File: src/rtl/cell_frame_feeder.sv
// cell_frame_feeder: per-frame raster streamer of grid cells with pattern colours and a valid/ready handshake
//   vclock, reset_n        : pixel clock, asynchronous active-low reset
//   frame_start            : one-cycle pulse that starts a scan when idle
//   mode, fg_rgb, bg_rgb   : pattern select and colours, latched at scan start
//   cell_valid/cell_ready  : handshake for cell_x, cell_y, cell_rgb
//   update                 : one-cycle pulse after the last cell is accepted
//   busy, overrun          : scan in progress, sticky frame_start-while-busy flag
//   tick_count             : animation phase, advances every FRAMES_PER_TICK frames
module cell_frame_feeder #(
    parameter int GRID_WIDTH      = 20,
    parameter int GRID_HEIGHT     = 15,
    parameter int B_WIDTH         = $clog2(GRID_WIDTH - 1),
    parameter int B_HEIGHT        = $clog2(GRID_HEIGHT - 1),
    parameter int B_VGA           = 4,
    parameter int FRAMES_PER_TICK = 60
) (
    input  logic                  vclock,
    input  logic                  reset_n,
    input  logic                  frame_start,
    input  logic [1:0]            mode,
    input  logic [3*B_VGA-1:0]    fg_rgb,
    input  logic [3*B_VGA-1:0]    bg_rgb,
    output logic                  cell_valid,
    input  logic                  cell_ready,
    output logic [B_WIDTH-1:0]    cell_x,
    output logic [B_HEIGHT-1:0]   cell_y,
    output logic [3*B_VGA-1:0]    cell_rgb,
    output logic                  update,
    output logic                  busy,
    output logic                  overrun,
    output logic [7:0]            tick_count
);
    localparam logic [0:0] IDLE = 1'b0;
    localparam logic [0:0] SCAN = 1'b1;
    localparam int FW = FRAMES_PER_TICK > 1 ? $clog2(FRAMES_PER_TICK) : 1;

    logic [0:0]           state;
    logic [FW-1:0]        frame_cnt;
    logic [1:0]           f_mode;
    logic [3*B_VGA-1:0]   f_fg, f_bg;
    logic [7:0]           f_tick;
    logic                 xfer, last_x, last_cell;
    logic [B_WIDTH-1:0]   nx;
    logic [B_HEIGHT-1:0]  ny;

    function automatic logic [3*B_VGA-1:0] colour(
        input logic [1:0]          m,
        input logic [3*B_VGA-1:0]  fg,
        input logic [3*B_VGA-1:0]  bg,
        input logic [7:0]          p,
        input logic [B_WIDTH-1:0]  x,
        input logic [B_HEIGHT-1:0] y
    );
        logic [B_VGA-1:0] r, g;
        r = B_VGA'(32'(x) + 32'(p));
        g = B_VGA'(32'(y) + 32'(p));
        return m == 2'd0 ? fg :
               m == 2'd1 ? ((x[0] ^ y[0]) ? fg : bg) :
               m == 2'd2 ? {r, g, fg[B_VGA-1:0]} :
               (32'(x) == 32'(p) % 32'(GRID_WIDTH)) ? fg : bg;
    endfunction

    assign busy      = state;
    assign xfer      = cell_valid && cell_ready;
    assign last_x    = cell_x == B_WIDTH'(GRID_WIDTH - 1);
    assign last_cell = last_x && cell_y == B_HEIGHT'(GRID_HEIGHT - 1);
    assign nx        = last_x ? '0 : cell_x + 1'b1;
    assign ny        = last_x ? cell_y + 1'b1 : cell_y;

    always_ff @(posedge vclock or negedge reset_n) begin
        if (!reset_n) begin
            state      <= IDLE;
            frame_cnt  <= '0;
            tick_count <= '0;
            f_mode     <= '0;
            f_fg       <= '0;
            f_bg       <= '0;
            f_tick     <= '0;
            cell_valid <= 1'b0;
            cell_x     <= '0;
            cell_y     <= '0;
            cell_rgb   <= '0;
            update     <= 1'b0;
            overrun    <= 1'b0;
        end else begin
            update <= 1'b0;
            // every frame_start advances the animation, even one ignored by a running scan
            if (frame_start) begin
                frame_cnt  <= frame_cnt == FW'(FRAMES_PER_TICK - 1) ? '0 : frame_cnt + 1'b1;
                tick_count <= frame_cnt == FW'(FRAMES_PER_TICK - 1) ? tick_count + 1'b1 : tick_count;
            end
            if (state == IDLE) begin
                if (frame_start) begin
                    state      <= SCAN;
                    f_mode     <= mode;
                    f_fg       <= fg_rgb;
                    f_bg       <= bg_rgb;
                    f_tick     <= tick_count;
                    cell_valid <= 1'b1;
                    cell_x     <= '0;
                    cell_y     <= '0;
                    // first cell uses the live inputs since the frame copies load on this same edge
                    cell_rgb   <= colour(mode, fg_rgb, bg_rgb, tick_count, '0, '0);
                end
            end else begin
                if (frame_start)
                    overrun <= 1'b1;
                if (xfer && last_cell) begin
                    state      <= IDLE;
                    cell_valid <= 1'b0;
                    cell_x     <= '0;
                    cell_y     <= '0;
                    update     <= 1'b1;
                end else if (xfer) begin
                    cell_x   <= nx;
                    cell_y   <= ny;
                    cell_rgb <= colour(f_mode, f_fg, f_bg, f_tick, nx, ny);
                end
            end
        end
    end
endmodule

File: config.mk
export PLATFORM = sky130hd
export DESIGN_NAME = cell_frame_feeder
export DESIGN_NICKNAME = d
export VERILOG_FILES = /design/src/rtl/cell_frame_feeder.sv
export SDC_FILE = /design/constraint.sdc
export NUM_CORES = 1
export LEC_CHECK = 0
export CORE_MARGIN = 4
export CORE_UTILIZATION = 45
export CTS_CLUSTER_SIZE = 12
export DETAILED_ROUTE_END_ITERATION = 16
export PLACE_DENSITY = 0.66
export SLEW_MARGIN = 20
export SYNTH_ARGS = -nofsm -noshare
export SYNTH_HDL_FRONTEND = slang
export SYNTH_SLANG_ARGS = --single-unit
File: constraint.sdc
create_clock -name vclock -period 10 [get_ports vclock]
set_input_delay 2 -clock vclock [delete_from_list [all_inputs] [get_ports vclock]]
set_output_delay 2 -clock vclock [all_outputs]
set_load 0.02 [all_outputs]
# == Word level (Yosys, flattened, before mapping) ==
# Index checks and enable logic that the tools add are counted.
# totals
reg_bits,73
inputBits,30
output_inout_bits,33
elab_cells,80
# classes
add_sub_neg,6
n_div,2
eq_ne,12
muxes,32
bitwise_logic,2
reduce_logical,13
# ops
op,n
two-way mux 12 bit,13
"remainder unit 8 x 5 -> 32 bit, second input constant",2
== test 5 x 32 -> 1 bit,1
zero test 32 bit,1
two-way mux 5 bit,5
two-way mux 4 bit,5
AND reduction 2 bit,5
adder 4 bit,2
"adder 8 x 1 -> 8 bit, second input constant",1
two-way mux 1 bit,8
"adder 6 x 1 -> 6 bit, second input constant",1
"== test 6 bit, second input constant",1
two-way mux 6 bit,1
"adder 5 x 1 -> 5 bit, second input constant",1
"== test 5 bit, second input constant",1
"adder 4 x 1 -> 4 bit, second input constant",1
"== test 2 x 1 -> 1 bit, second input constant",2
"== test 2 bit, second input constant",2
"== test 4 bit, second input constant",1
zero test 2 bit,2
"inequality test 2 x 1 -> 1 bit, second input constant",2
logical AND 1 bit,3
"inequality test 3 x 1 -> 1 bit, second input constant",1
AND reduction 3 bit,1
4 further kinds,4

# == Depth between registers and ports, before layout ==
# depth
ltp_word,10
ltp_mapped,16
mapped_depth_nobuf,14

# == Least setup slack after synthesis ==
# OpenSTA, ideal clock, no wires.
# synth_timing
path_kind,reg2reg
from,register tick_count[6]
to,register cell_rgb[0]
setup_time_ps,104
t_arrival_ps,3678
slack_ps,6219
path_stages_with_launch,16
synth_period_minus_slack_ps,3781
path_cell_list,dfrtp_1 > buf_4 > inv_1 > ha_1 > or2_2 > ha_1 > o31ai_1 > mux2i_1 > a21o_1 > o221a_2 > nor3_1 > o2111ai_2 > and2_1 > buf_2 > mux2i_1 > o311ai_1
# synth_between
elab_chain_len,8
# synth_rtl
item,line_no,text
from (decl),31,output logic [7:0] tick_count
from (signal assigned),90,tick_count <= frame_cnt == FW'(FRAMES_PER_TICK - 1) ? tick_count + 1'b1 : tick_count;
remainder unit 8 x 5 -> 32 bit,60,(32'(x) == 32'(p) % 32'(GRID_WIDTH)) ? fg : bg;
zero test 32 bit,60,
two-way mux 12 bit,60,
two-way mux 12 bit,59,"m == 2'd2 ? {r, g, fg[B_VGA-1:0]} :"
two-way mux 12 bit,58,m == 2'd1 ? ((x[0] ^ y[0]) ? fg : bg) :
two-way mux 12 bit,57,return m == 2'd0 ? fg :
two-way mux 12 bit,93,if (frame_start) begin
two-way mux 12 bit,92,if (state == IDLE) begin
to (signal assigned),103,"cell_rgb <= colour(mode, fg_rgb, bg_rgb, tick_count, '0, '0);"
to (signal assigned),117,"cell_rgb <= colour(f_mode, f_fg, f_bg, f_tick, nx, ny);"
to (decl),27,"output logic [3*B_VGA-1:0] cell_rgb,"
# Every way passes these cells. The select of a mux whose other input is x is not followed.
# A chain may end at the register's enable or synchronous reset.

# == Worst setup path after layout ==
# layout_timing
from,register f_tick[6]
to,register cell_rgb[5]
# layout_between
elab_chain_len,9
# layout_rtl
item,line_no,text
from (decl),41,logic [7:0] f_tick;
from (signal assigned),98,f_tick <= tick_count;
remainder unit 8 x 5 -> 32 bit,60,
== test 5 x 32 -> 1 bit,60,
two-way mux 12 bit,60,
two-way mux 12 bit,59,
two-way mux 12 bit,58,
two-way mux 12 bit,57,
two-way mux 12 bit,114,end else if (xfer) begin
two-way mux 12 bit,108,if (xfer && last_cell) begin
two-way mux 12 bit,92,
# Every way passes these cells. The select of a mux whose other input is x is not followed.

==> impl_results.md <==
- Outcome: finished clean
- FF+latch count, synth: 73
- Fraction of synthesis flops using an asynchronous set or reset pin: 100%
- Cell type with the largest total area after synthesis: sky130_fd_sc_hd__dfrtp_1
- Utilization of the core after routing: 54.6%
- Maximum vdd ir drop: 81.6 uV
- Maximum clock frequency: 236 MHz
- Clock transition at the registers of the reported paths: 0.06 ns
- Main synth FF type: sky130_fd_sc_hd__dfrtp_1
- Fin crit share: 42.4%
- DRC violation count after routing: 0
- Leading cell type in the layout, fill and taps excluded: sky130_fd_sc_hd__nand2_1
- Die width: 117 microns
- Critical-path maximum fanout: 12
- Buffers on Ports: 62
- Initial core utilization: 46.2%
- Pre-CTS WS: 5.71 ns
- Sequential share of power: 43.3%
- HPWL Detailed: 10200 microns
- Clock sinks: 73
- Buffer and inverter count on the worst path: 1
- Net switching fraction of the power: 28.3%
- Antenna Violating Nets Remaining: 0
- Clk buf depth: 2
- Data arrival time of the critical path: 4.49 ns
- Core Footprint: 11500 sq um
- Total CTS buffers: 9
- Vias in the first global route: 4626
- Part of the Yosys area used for sequential elements: 34.5%
- Clk_skew: 0.00638 ns
- Relative slew margins: 35.5%
- Sw Pwr: 226 uW
- Drt via density: 5.95
- # Max-Cap Violations: 0
- Die Ht: 117 microns
- First-pass GRT wire length: 23600 microns
- FP Rows: 39
- Slew at the pin closest to its max-slew limit: 0.967 ns
- Crit-path cells: nor2_1 -> inv_1 -> ha_1 -> nand2b_2 -> a31oi_2 -> nand4b_1 -> o21bai_1 -> a311o_1 -> a22o_1 -> a2111oi_4 -> o21a_4 -> mux2_2 -> o211ai_1
- Die area: 13600 sq um
- Synth top area cells: sky130_fd_sc_hd__dfrtp_1 (34%), sky130_fd_sc_hd__nand2_1 (7.7%), sky130_fd_sc_hd__mux2i_1 (4.3%)
- Combined area of all synthesized cells: 5300 sq um
- Relative contribution of combinational cells to total power: 15.1%
- Signed area change from the synthesized netlist to the final layout: 18.2%
- Cell class contributing the biggest share of worst-path delay: compound AO/OA/AOI/OAI gates
- Number of levels the H-tree was split into: 3
- Via count: 4847
- Total setup buffers inserted after CTS: 0
- Total power: 799 uW
- Power density relative to cell area: 128 nW/um^2
- Kind of launch point of the worst setup path: flip-flop
- Path class of the lowest-slack min-delay path: reg2reg
- Clk root buf: sky130_fd_sc_hd__clkbuf_16
- Detailed Route WL: 14300 microns
- Ratio of cells with drive above 1 in the final layout: 8.33%
- Antenna cells: 0
- Average cell area after synthesis: 8.46 sq um
- Internal Dissipation: 573 uW
- Crit path time final: 4.24 ns
- Endpoint required time on the critical path: 10.24 ns
- Syn_nets: 674
- Iteration count of the initial detailed-routing pass: 5
- Number of antenna violations at the first check in global routing: 0
- Pins over their slew limit: 0
- Count of routing violations after the opening detailed-route iteration: 376
- Setup TNS Final: 0 ns
- CTS-repair resized insts: 0
- Number of filler cells placed in the layout: 1040
- Clock latency on the worst-skew pair: 0.34 ns
- Final net count: 715
- Critical path type: reg2reg
- Count of flip-flops with a built-in enable after synthesis: 0
- Count of hold-fix buffers inserted at cts: 0
- Commonest cells after routing, fill and taps aside: sky130_fd_sc_hd__nand2_1 (108), sky130_fd_sc_hd__dfrtp_1 (73), sky130_fd_sc_hd__clkdlybuf4s50_1 (61)
- Setup repair after global routing missed its margin: false
- Overall global routing resource usage: 22.0%
- Final Setup Violations: 0
- Clock group share of total power: 41.6%
- Slowest Stage Delay on Critical Path: 0.60 ns
- Slowest cell on the critical path: sky130_fd_sc_hd__a2111oi_4
- Number of ports placed on the die boundary: 63
- Number of hold-slack violations in the final timing report: 0
- Cells after synthesis: 626
- Pin count of the biggest net entering global routing: 74
- Standby leakage power: 0.00266 uW
- Worst hold slack across all endpoints: 0.457 ns
- RD Place Congestion: 0.883
- Portion of synthesized cell area occupied by the leading cell type: 34.5%
- Routed wire length per instance: 17.6 microns
- Number of library cell types mapped by synthesis: 83
- Nature of the critical path endpoint: flip-flop
- Total number of yosys warnings: 0
- TritonCTS clock tree: yes
- Total overflow reported by the global router: 0
- Post-layout worst setup margin: 5.76 ns
power groups by stage:
stage	logic [uW]	clock network [uW]	registers (uW)
final	121	332	346
after global routing	137	351	351
after global placement	119	0	349
after floorplan	74.5	0	346
after CTS	122	336	346
after detailed placement	121	0	351
per-stage QoR:
step | instance area, sq um | instances
2_1_floorplan | 5300 | 626
3_3_place_gp | 5960 | 799
3_5_place_dp | 5960 | 799
4_1_cts | 6260 | 815
5_1_grt | 6260 | 815
6_report | 6260 | 815
worst register-to-register path, stage by stage, from the launching register on:
cell                        delay (ns)
sky130_fd_sc_hd__dfrtp_1          0.46
sky130_fd_sc_hd__nor2_1           0.22
sky130_fd_sc_hd__inv_1            0.07
sky130_fd_sc_hd__ha_1             0.31
sky130_fd_sc_hd__nand2b_2         0.23
sky130_fd_sc_hd__a31oi_2          0.27
sky130_fd_sc_hd__nand4b_1         0.19
sky130_fd_sc_hd__o21bai_1         0.23
sky130_fd_sc_hd__a311o_1          0.39
sky130_fd_sc_hd__a22o_1           0.28
sky130_fd_sc_hd__a2111oi_4        0.60
sky130_fd_sc_hd__o21a_4           0.34
sky130_fd_sc_hd__mux2_2           0.38
sky130_fd_sc_hd__o211ai_1         0.19
state kept, by name, indices dropped and copies added (netlist names), 4 cells and up:
signal,flops
cell_rgb,12
f_bg,12
f_fg,12
f_tick,8
tick_count,8
frame_cnt,6
cell_x,5
cell_y,4
synth_stat cells (4+ instances only):
cell	instances
sky130_fd_sc_hd__a211oi_1	7
sky130_fd_sc_hd__a21o_1	5
sky130_fd_sc_hd__a21oi_1	34
sky130_fd_sc_hd__a221o_1	5
sky130_fd_sc_hd__a221oi_1	4
sky130_fd_sc_hd__a22o_1	4
sky130_fd_sc_hd__a31oi_1	5
sky130_fd_sc_hd__and2_1	9
sky130_fd_sc_hd__buf_1	7
sky130_fd_sc_hd__clkbuf_1	23
sky130_fd_sc_hd__dfrtp_1	73
sky130_fd_sc_hd__ha_1	16
sky130_fd_sc_hd__inv_1	29
sky130_fd_sc_hd__mux2_2	7
sky130_fd_sc_hd__mux2i_1	23
sky130_fd_sc_hd__nand2_1	108
sky130_fd_sc_hd__nand2b_1	8
sky130_fd_sc_hd__nand3_1	11
sky130_fd_sc_hd__nand3b_1	4
sky130_fd_sc_hd__nand4_1	7
sky130_fd_sc_hd__nor2_1	45
sky130_fd_sc_hd__nor2b_1	6
sky130_fd_sc_hd__nor3_1	5
sky130_fd_sc_hd__o2111ai_1	8
sky130_fd_sc_hd__o211ai_1	5
sky130_fd_sc_hd__o21ai_0	46
sky130_fd_sc_hd__o22ai_1	5
sky130_fd_sc_hd__o311ai_1	8
sky130_fd_sc_hd__o31ai_1	5
sky130_fd_sc_hd__or2_2	6
sky130_fd_sc_hd__xnor2_1	17
sky130_fd_sc_hd__xor2_1	6
final cells by class:
| type | count | area, sq um | share of cell area, % |
|---|---|---|---|
| multi-input cells | 487 | 3200 | 51.0 |
| clock inverters | 6 | 65.1 | 1.04 |
| repair buffers | 65 | 641 | 10.2 |
| flip-flops and latches | 73 | 1830 | 29.2 |
| clock buffers | 10 | 239 | 3.81 |
| inverters | 31 | 116 | 1.86 |
| well taps | 143 | 179 | 2.86 |
cells by family after synthesis:
logic type	count (synthesis)	synth area share, %
compound gates	176	23.7
xor+xnor	24	4.11
fa+ha+maj	19	4.72
buf+inv	66	5.22
flops	73	34.5
mux	30	5.83
simple gates	238	22.0
per-layer routing:
layer,vias up,track usage (%),share of wire [%]
li1,2345,-,-
met1,2310,31.1,47
met2,165,33.7,45
met3,27,4.66,6.2
met4,0,7.04,2.2
met5,-,0,0
final timing paths:
check                                      start                 endpoint  slack (ns)  depth (start not counted)
hold reg to reg              overrun$_DFFE_PN0P_      overrun$_DFFE_PN0P_        0.46                          1
max in group asynchronous                reset_n    f_tick[2]$_DFFE_PN0P_        7.56                          1
setup / recovery           f_tick[6]$_DFFE_PN0P_  cell_rgb[5]$_DFFE_PN0P_        5.76                         13
min in group asynchronous                reset_n    cell_x[4]$_DFFE_PN0P_        1.78                          1
hold / removal               overrun$_DFFE_PN0P_      overrun$_DFFE_PN0P_        0.46                          1
setup reg to reg           f_tick[6]$_DFFE_PN0P_  cell_rgb[5]$_DFFE_PN0P_        5.76                         13
Note: power is estimated with default switching activity, not from simulation.
